--- config.mk ---
export PLATFORM = sky130hd
export DESIGN_NAME = fetch_queue_unit_flat
export DESIGN_NICKNAME = d
export VERILOG_FILES = /design/src/rtl/cpu_pkg.sv /design/src/rtl/fetch_queue_unit_if.sv /design/src/rtl/fetch_queue_unit_fifo.sv /design/src/rtl/fetch_queue_unit.sv /design/src/flat_wrapper.sv
export SDC_FILE = /design/constraint.sdc
export NUM_CORES = 1
export LEC_CHECK = 0
export ABC_AREA = 1
export CELL_PAD_IN_SITES_DETAIL_PLACEMENT = 1
export CELL_PAD_IN_SITES_GLOBAL_PLACEMENT = 1
export CORE_MARGIN = 2
export CORE_UTILIZATION = 43
export DETAILED_ROUTE_END_ITERATION = 6
export GPL_ROUTABILITY_DRIVEN = 0
export HOLD_SLACK_MARGIN = 0.08
export PLACE_DENSITY = 0.8
export SLEW_MARGIN = 0
export SYNTH_ARGS = -nofsm -noshare
export SYNTH_HDL_FRONTEND = slang
export SYNTH_SLANG_ARGS = --single-unit
--- constraint.sdc ---
create_clock -name clk -period 5.7 [get_ports clk]
set_input_delay 1.14 -clock clk [delete_from_list [all_inputs] [get_ports clk]]
set_output_delay 1.14 -clock clk [all_outputs]
set_load 0.01 [all_outputs]
--- src/rtl/cpu_pkg.sv ---
// Shared core types and constants used by the fetch stage.
// Holds default widths, the canonical NOP encoding and the PC step.
package cpu_pkg;
  localparam int DEF_XLEN = 32;
  localparam int DEF_ILEN = 32;
  localparam logic [31:0] NOP_INSTR = 32'h0000_0013;
  localparam int PC_STEP = 4;

  typedef struct packed {
    logic [DEF_XLEN-1:0] pc;
    logic [DEF_ILEN-1:0] instr;
  } fetch_entry_t;
endpackage

--- src/rtl/fetch_queue_unit_if.sv ---
// Fetch stage bus: imem address/data, EX redirect and the
// fetch-to-decode valid/ready handshake plus queue occupancy.
interface fetch_queue_unit_if #(
  parameter int XLEN  = 32,
  parameter int ILEN  = 32,
  parameter int DEPTH = 4
);
  localparam int CW = $clog2(DEPTH) + 1;

  logic [XLEN-1:0] iaddr;
  logic [ILEN-1:0] idata;
  logic            redir_valid;
  logic [XLEN-1:0] redir_pc;
  logic            fd_valid;
  logic [ILEN-1:0] fd_instr;
  logic [XLEN-1:0] fd_pc;
  logic            fd_ready;
  logic [CW-1:0]   fq_count;

  modport master (
    output iaddr, fd_valid, fd_instr, fd_pc, fq_count,
    input  idata, redir_valid, redir_pc, fd_ready
  );

  modport slave (
    input  iaddr, fd_valid, fd_instr, fd_pc, fq_count,
    output idata, redir_valid, redir_pc, fd_ready
  );
endinterface

--- src/rtl/fetch_queue_unit_fifo.sv ---
// Synchronous FIFO holding packed {pc, instr} fetch entries.
// Pointers carry an extra wrap bit; flush beats push and pop.
module fetch_fifo #(
  parameter int W     = 64,
  parameter int DEPTH = 4,
  localparam int AW   = $clog2(DEPTH)
) (
  input  logic         clk,
  input  logic         reset,
  input  logic         push,
  input  logic         pop,
  input  logic         flush,
  input  logic [W-1:0] din,
  output logic [W-1:0] dout,
  output logic         full,
  output logic         empty,
  output logic [AW:0]  count
);
  logic [W-1:0] mem [DEPTH];
  logic [AW:0]  wr_ptr;
  logic [AW:0]  rd_ptr;
  logic         do_push;
  logic         do_pop;

  assign full  = (wr_ptr[AW] != rd_ptr[AW]) &&
                 (wr_ptr[AW-1:0] == rd_ptr[AW-1:0]);
  assign empty = (wr_ptr == rd_ptr);
  assign count = wr_ptr - rd_ptr;
  assign dout  = mem[rd_ptr[AW-1:0]];

  assign do_pop  = pop && !empty;
  assign do_push = push && (!full || do_pop);

  // Entry storage; written only on an accepted push.
  always_ff @(posedge clk) begin
    if (do_push && !flush)
      mem[wr_ptr[AW-1:0]] <= din;
  end

  // Pointer update with flush taking priority.
  always_ff @(posedge clk or posedge reset) begin
    if (reset) begin
      wr_ptr <= '0;
      rd_ptr <= '0;
    end else if (flush) begin
      wr_ptr <= '0;
      rd_ptr <= '0;
    end else begin
      if (do_push) wr_ptr <= wr_ptr + 1'b1;
      if (do_pop)  rd_ptr <= rd_ptr + 1'b1;
    end
  end
endmodule

--- src/rtl/fetch_queue_unit.sv ---
// Fetch stage: owns the PC, queues {pc, instr} toward decode.
// Define FETCH_BYPASS_EN for a zero-latency empty-queue bypass.
module fetch_queue_unit
  import cpu_pkg::*;
#(
  parameter int          XLEN     = DEF_XLEN,
  parameter int          ILEN     = DEF_ILEN,
  parameter int          DEPTH    = 4,
  parameter logic [31:0] RESET_PC = 32'h0
) (
  input logic              clk,
  input logic              reset,
  fetch_queue_unit_if.master fq
);
  localparam int AW = $clog2(DEPTH);
  localparam int W  = XLEN + ILEN;

  logic [XLEN-1:0] fetch_pc;
  logic [W-1:0]    head;
  logic            full;
  logic            empty;
  logic [AW:0]     count;
  logic            pop;
  logic            push;
  logic            q_push;
  logic            byp;

  assign fq.iaddr    = fetch_pc;
  assign fq.fq_count = count;

`ifdef FETCH_BYPASS_EN
  assign byp = empty && !fq.redir_valid && fq.fd_ready;
`else
  assign byp = 1'b0;
`endif

  assign pop    = !empty && fq.fd_ready;
  assign push   = !fq.redir_valid && (!full || pop);
  assign q_push = push && !byp;

  // Head mux: queue head, bypassed fetch word, or NOP.
  always_comb begin
    fq.fd_valid = 1'b0;
    fq.fd_instr = ILEN'(NOP_INSTR);
    fq.fd_pc    = '0;
    unique case (1'b1)
      !empty: begin
        fq.fd_valid = 1'b1;
        fq.fd_instr = head[ILEN-1:0];
        fq.fd_pc    = head[W-1 -: XLEN];
      end
      byp: begin
        fq.fd_valid = 1'b1;
        fq.fd_instr = fq.idata;
        fq.fd_pc    = fetch_pc;
      end
      default: ;
    endcase
  end

  // PC: redirect wins, otherwise step on every fetch.
  always_ff @(posedge clk or posedge reset) begin
    if (reset)
      fetch_pc <= XLEN'(RESET_PC);
    else if (fq.redir_valid)
      fetch_pc <= fq.redir_pc & ~XLEN'(3);
    else if (push)
      fetch_pc <= fetch_pc + XLEN'(PC_STEP);
  end

  fetch_fifo #(
    .W     (W),
    .DEPTH (DEPTH)
  ) u_fifo (
    .clk   (clk),
    .reset (reset),
    .push  (q_push),
    .pop   (pop),
    .flush (fq.redir_valid),
    .din   ({fetch_pc, fq.idata}),
    .dout  (head),
    .full  (full),
    .empty (empty),
    .count (count)
  );
endmodule
--- src/flat_wrapper.sv ---
// flat-port wrapper written by rule: the top's interface ports become plain ports
module fetch_queue_unit_flat import cpu_pkg::*;
#(
  parameter int          XLEN     = DEF_XLEN,
  parameter int          ILEN     = DEF_ILEN,
  parameter int          DEPTH    = 4,
  parameter logic [31:0] RESET_PC = 32'h0
)
  (clk, reset, fq_iaddr, fq_fd_valid, fq_fd_instr, fq_fd_pc, fq_fq_count, fq_idata, fq_redir_valid, fq_redir_pc, fq_fd_ready);
  fetch_queue_unit_if #(.XLEN(XLEN), .ILEN(ILEN), .DEPTH(DEPTH)) fq_i ();
  input logic clk;
  input logic reset;
  output wire logic [$bits(fq_i.iaddr)-1:0] fq_iaddr;
  output wire logic [$bits(fq_i.fd_valid)-1:0] fq_fd_valid;
  output wire logic [$bits(fq_i.fd_instr)-1:0] fq_fd_instr;
  output wire logic [$bits(fq_i.fd_pc)-1:0] fq_fd_pc;
  output wire logic [$bits(fq_i.fq_count)-1:0] fq_fq_count;
  input wire logic [$bits(fq_i.idata)-1:0] fq_idata;
  input wire logic [$bits(fq_i.redir_valid)-1:0] fq_redir_valid;
  input wire logic [$bits(fq_i.redir_pc)-1:0] fq_redir_pc;
  input wire logic [$bits(fq_i.fd_ready)-1:0] fq_fd_ready;
  assign fq_iaddr = fq_i.iaddr;
  assign fq_fd_valid = fq_i.fd_valid;
  assign fq_fd_instr = fq_i.fd_instr;
  assign fq_fd_pc = fq_i.fd_pc;
  assign fq_fq_count = fq_i.fq_count;
  assign fq_i.idata = fq_idata;
  assign fq_i.redir_valid = fq_redir_valid;
  assign fq_i.redir_pc = fq_redir_pc;
  assign fq_i.fd_ready = fq_fd_ready;
  fetch_queue_unit #(.XLEN(XLEN), .ILEN(ILEN), .DEPTH(DEPTH), .RESET_PC(RESET_PC)) u_core (.clk(clk), .reset(reset), .fq(fq_i));
endmodule
Word level (Yosys, flattened, before mapping)
Memory sizes are Yosys's and may differ from the RTL's.
Cells that the tools add are included.
- bits in registers: 38
- RAM bits: 256
- input bits: 68
- memories: 1
- $add $sub $neg: 4
- equality and inequality tests: 3
- muxes and demuxes: 11
- reductions and logical operators: 14
- memories (memory ; depth ; width ; rd ports ; clocked after memory_dff ; write ports ; line ; source):
    u_core.u_fifo.mem ; 4 ; 64 ; 1 ; 0 ; 1 ; fetch_queue_unit_fifo.sv:19 ; logic [W-1:0] mem [DEPTH];
- operator list (operator ; count):
    $mux 32 ; 4
    $add 32x3->32 const B ; 1
    $mux 3 ; 4
    $add 3x1->3 const B ; 2
    $logic_and 1x1->1 ; 6
    $reduce_bool 2->1 ; 3
    $eq 3x3->1 ; 1
    $logic_not 1->1 ; 3
    $mux 1 ; 3
    $sub 3x3->3 ; 1
    $eq 2x2->1 ; 1
    $logic_or 1x1->1 ; 2
    $ne 1x1->1 ; 1

Logic depth before layout (Yosys ltp)
- depth in word-level cells: 9
- gate-level depth with buffers: 14

By module
Synthesis repeated with hierarchy kept, for this count alone.
- cell total of the unflattened synthesis: 1191
- area total of the unflattened synthesis: 12901.1 µm²
- modules (own cells, without submodules) (module ; instances ; cells an instance ; area an instance (µm²) ; sequential area each (µm²)):
    fetch_fifo ; 1 ; 686 ; 9990.8 ; 7837.5
    fetch_queue_unit ; 1 ; 505 ; 2910.3 ; 750.7

Worst setup path before layout
No wires, ideal clock.
- path type: register to register
- start point: register u_core.u_fifo.rd_ptr[1]
- end point: memory u_core.u_fifo.mem[0][0], enable pin
- data arrival time: 4347 ps
- path slack: 871 ps
- cell stages (with the launch flop): 11
- path buffers: 3
- period minus slack after synthesis: 4829 ps
- cells stage by stage: dfrtp_1 -> buf_2 -> inv_2 -> buf_1 -> ha_1 -> nand2_1 -> nor2_2 -> nand2_4 -> nand2_4 -> buf_4 -> nor2_1
- longest elaborated chain between the ends: 9
- RTL lines (what ; line ; source):
    start, declared ; fetch_queue_unit_fifo.sv:21 ; logic [AW:0] rd_ptr;
    start signal, assigned ; fetch_queue_unit_fifo.sv:50 ; if (do_pop) rd_ptr <= rd_ptr + 1'b1;
    $eq 3x3->1 or $eq 2x2->1 (tied branches) ; fetch_queue_unit_fifo.sv:27, fetch_queue_unit_fifo.sv:26 ;
    $logic_not 1->1 or $logic_and 1x1->1 (tied branches) ; -- ;
    $logic_and 1x1->1 or $logic_not 1->1 (tied branches) ; fetch_queue_unit.sv:37, fetch_queue_unit_fifo.sv:32, fetch_queue_unit.sv:38 ;
    $logic_or 1x1->1 or $logic_and 1x1->1 (tied branches) ; fetch_queue_unit.sv:38, fetch_queue_unit_fifo.sv:31 ;
    $logic_and 1x1->1 or $logic_or 1x1->1 (tied branches) ; fetch_queue_unit.sv:38, fetch_queue_unit_fifo.sv:32 ;
    $logic_and 1x1->1 * ; fetch_queue_unit_fifo.sv:32 ; assign do_push = push && (!full || do_pop);
    $logic_and 1x1->1 * ; fetch_queue_unit_fifo.sv:36 ; if (do_push && !flush)
    $mux 1 * ; fetch_queue_unit_fifo.sv:36 ;
    $mux 1 (not written as such) * ; fetch_queue_unit_fifo.sv:37 ; mem[wr_ptr[AW-1:0]] <= din;
    end, declared ; fetch_queue_unit_fifo.sv:19 ;
Mark *: on every way between the ends. The rest lies on a longest branch, timed or not.

Worst setup path in the final report
- start point: register u_core.u_fifo.rd_ptr[0]
- end point: output port fq_fd_instr[4]
- longest elaborated chain between the ends: 2
- RTL lines (what ; line ; source):
    $mem_v2 4x64 or $eq 3x3->1 (tied branches) ; -- ;
    $mux 32 * ; fetch_queue_unit.sv:46 ; unique case (1'b1)
    end, declared ; flat_wrapper.sv:15 ; output wire logic [$bits(fq_i.fd_instr)-1:0] fq_fd_instr;
Marked as above.

==> flow_metrics.tcl <==
set metrics [dict create \
    synth-edff-count 248 \
    ff2ff_setup_slack_ns 2.50 \
    drive_gt1_share_pct 7.59 \
    synthTopCellsByArea "edfxtp_1 61%, nor2_1 8.9%, dfrtp_1 7.3%" \
    critical-path-max-stage-delay_ns 0.89 \
    path_clk_slew_ns 0.06 \
    cp_common_cell "nor2_1" \
    rsz0062_at_grt "false" \
    cp-start-kind "flip-flop" \
    r2r_start "u_core.u_fifo.rd_ptr[0]" \
    grt_pass1_vias 9742 \
    worst_setup_path_end_kind "output pin" \
    power.density_nw_per_um2 453 \
    finalMaxSlewViolations 0 \
    irDropWorstVdd_mv 0.264 \
    vias 9047 \
    drtAntennaViolNets 0 \
    finalSetupViolations 0 \
    fmax_mhz 217 \
    crit_arrival_ns 3.47 \
    insertion_delay_ns 0.55 \
    hold_path_class "flip-flop to flip-flop" \
    drt_first_pass_iters 5 \
    cts_resized 0 \
    status "finished clean" \
    postCtsHoldBufs 0 \
    cts_root_buf "clkbuf_16" \
    critPathTopFamily "buffers and inverters" \
    cts_tree "done" \
    wl_um 34400 \
    grt_pass1_wl_um 54000 \
    start_util_pct 43.9 \
    fillers 3008 \
    die_h_um 173 \
    grt_max_degree 69 \
    cts-htree-levels 1 \
    tightestPinTransition_ns 0.991 \
    min_period_over_period_pct 80.8 \
    yosys.area.top_type "edfxtp_1" \
    fin_setup_tns_ns 0 \
    path_cells "clkinv_2 -> buf_4 -> nor2_1 -> nor2_1 -> o21ai_0 -> o311ai_0 -> clkdlybuf4s50_1" \
    relSlewSlack_pct 33.9 \
    drt-initial-drc-count 613 \
    die_area_um2 29900 \
    nNetsFinal 1357 \
    finClkSkew_ns 0.0130 \
    p_leak_nw 5.47 \
    io_pins 168 \
    drc 0 \
    critPathBufInv 3 \
    yosysTopAreaCellShare_pct 60.7 \
    ys_seq_area_share_pct 68.1 \
    maxCapViolCount 0 \
    antenna_found_initial 0 \
    antennaDiodeCount 0 \
    grt-ovfl-total 0 \
    die_w_um 173 \
    cp_slowest_cell "dfrtp_4" \
    port_buffers 161 \
    core_area_um2 27900 \
    worstPathRequired_ns 4.56 \
    crit_cells 7 \
    endpoint "fq_fd_instr[4]" \
    cts_setup_buffers 0 \
    crit_start "u_core.u_fifo.rd_ptr[0]" \
    hold_violations 0 \
    syn_area_um2 12300 \
    numCtsBuffers 30 \
    reg2reg_depth 7 \
    criticalPathCategory "flip-flop to output pin" \
    hpwlAfterDp_um 20200 \
    clockBufferDepth 3 \
    async_reset_ff_share_pct 12.7 \
    avgSynthCellArea_um2 10.8 \
    clock-sinks 284 \
    ys_ff_latch 284 \
    crit_fanout 60 \
    rows 61 \
    min_period_ns 4.61 \
    fin_util_pct 54.3 \
    vias_per_cell 5.38 \
    syn_inst 1131 \
    yosys-top-cells-count "291 x nor2_1, 248 x edfxtp_1, 142 x nand2_1" \
    area_growth_syn_to_layout_pct 23.8 \
    track_usage_pct 22.9 \
    rr_endpoint "u_core.u_fifo.mem[2][45]" \
    ys.flop_type "edfxtp_1" \
    synth.most_common_cell "nor2_1" \
    yosysUniqueCellTypes 36 \
    wl_per_cell_um 20.4 \
    yosysWarnings 0 \
]
==> registers in the layout, indices dropped and copies added, names as in the netlist <==
register,count
u_core.u_fifo.mem,248
u_core.fq.iaddr,30
u_core.u_fifo.rd_ptr,3
u_core.u_fifo.wr_ptr,3
==> metal layers <==
layer | GRT usage (%) | vias up | part of all wire, %
met2 | 39.8 | 295 | 50
met5 | 0 | - | 0
met1 | 29.5 | 4528 | 43
li1 | - | 4156 | -
met4 | 7.52 | 0 | 2.6
met3 | 3.30 | 68 | 5.1
==> stage by stage <==
| stage | power [mW] | hold WS [ns] | setup slack (ns) | cell area [um2] | cells |
|---|---|---|---|---|---|
| 3_5_place_dp | 5.04 | 0.564 | 1.72 | 14200 | 1626 |
| 4_1_cts | 6.95 | 0.580 | 0.998 | 15200 | 1682 |
| 2_1_floorplan | 3.85 | 0.515 | 0.871 | 12300 | 1134 |
| 6_report | 6.87 | 0.578 | 1.09 | 15200 | 1682 |
| 3_3_place_gp | 4.95 | 0.532 | 1.73 | 14200 | 1626 |
| 5_1_grt | 7.21 | 0.626 | 0.821 | 15200 | 1682 |
==> area by class of cell <==
cell class	count	area, um2	area share (%)
clock buffer	38	802	5.28
clock inverter	18	143	0.940
inverter	47	178	1.17
multi-input combinational	743	3480	22.9
sequential	284	8350	55.0
tap	378	473	3.12
timing repair buffer	174	1750	11.5
==> placed cells by master, fill, tap and decap left out, types with 4 or more instances in the layout <==
cell type and n:
clkinv_2 7, nor2_2 6, clkbuf_16 31, nand2_1 142
nand2_2 8, conb_1 4, nand4_1 5, xor2_1 8
o211ai_1 5, buf_4 10, a21oi_1 61, inv_2 6
clkinv_1 7, inv_1 40, o21ai_0 130, nand2_4 4
nor2_4 14, ha_1 8, nand3_1 41, clkdlybuf4s50_1 161
clkbuf_1 7, edfxtp_1 248, xnor2_1 4, dfrtp_1 34
nor2_1 287
==> worst reg2reg max path: stages (launching register included) <==
cell,delay (ns)
dfrtp_4,0.89
ha_1,0.40
nand2_1,0.15
nor2_2,0.07
nand2_4,0.16
nand2_4,0.20
nor2_4,0.59
buf_12,0.36
==> cell families (layout without fill, tap and decap cells) <==
kind of cell    after synthesis  count (layout)  synth area share [%]
buf+inv                     107             277                  3.87
flops                       284             284                  68.1
fa+ha+maj                     9               9                 0.979
simple gates                510             510                  17.3
other cells                   1               4                0.0306
xor+xnor                     12              12                 0.857
compound gates              208             208                  8.88
==> how the worst min path moves through the flow <==
stage | from | end | cells past startpoint
2_1_floorplan | u_core.u_fifo.wr_ptr[2] | u_core.u_fifo.wr_ptr[2] | 2
3_3_place_gp | u_core.u_fifo.wr_ptr[2] | u_core.u_fifo.wr_ptr[2] | 2
3_5_place_dp | u_core.u_fifo.wr_ptr[2] | u_core.u_fifo.wr_ptr[2] | 2
4_1_cts | u_core.u_fifo.wr_ptr[2] | u_core.u_fifo.wr_ptr[2] | 2
5_1_grt | u_core.u_fifo.wr_ptr[2] | u_core.u_fifo.wr_ptr[2] | 2
6_report | u_core.u_fifo.wr_ptr[2] | u_core.u_fifo.wr_ptr[2] | 2
==> report_power, final <==
| group | total [mW] | internal (mW) | switching [mW] |
|---|---|---|---|
| sequential | 2.76 | 2.55 | 0.208 |
| clock | 1.88 | 1.08 | 0.793 |
| combinational | 2.24 | 0.956 | 1.28 |
| total | 6.87 | 4.59 | 2.28 |
(Power assumes the default switching activity.)
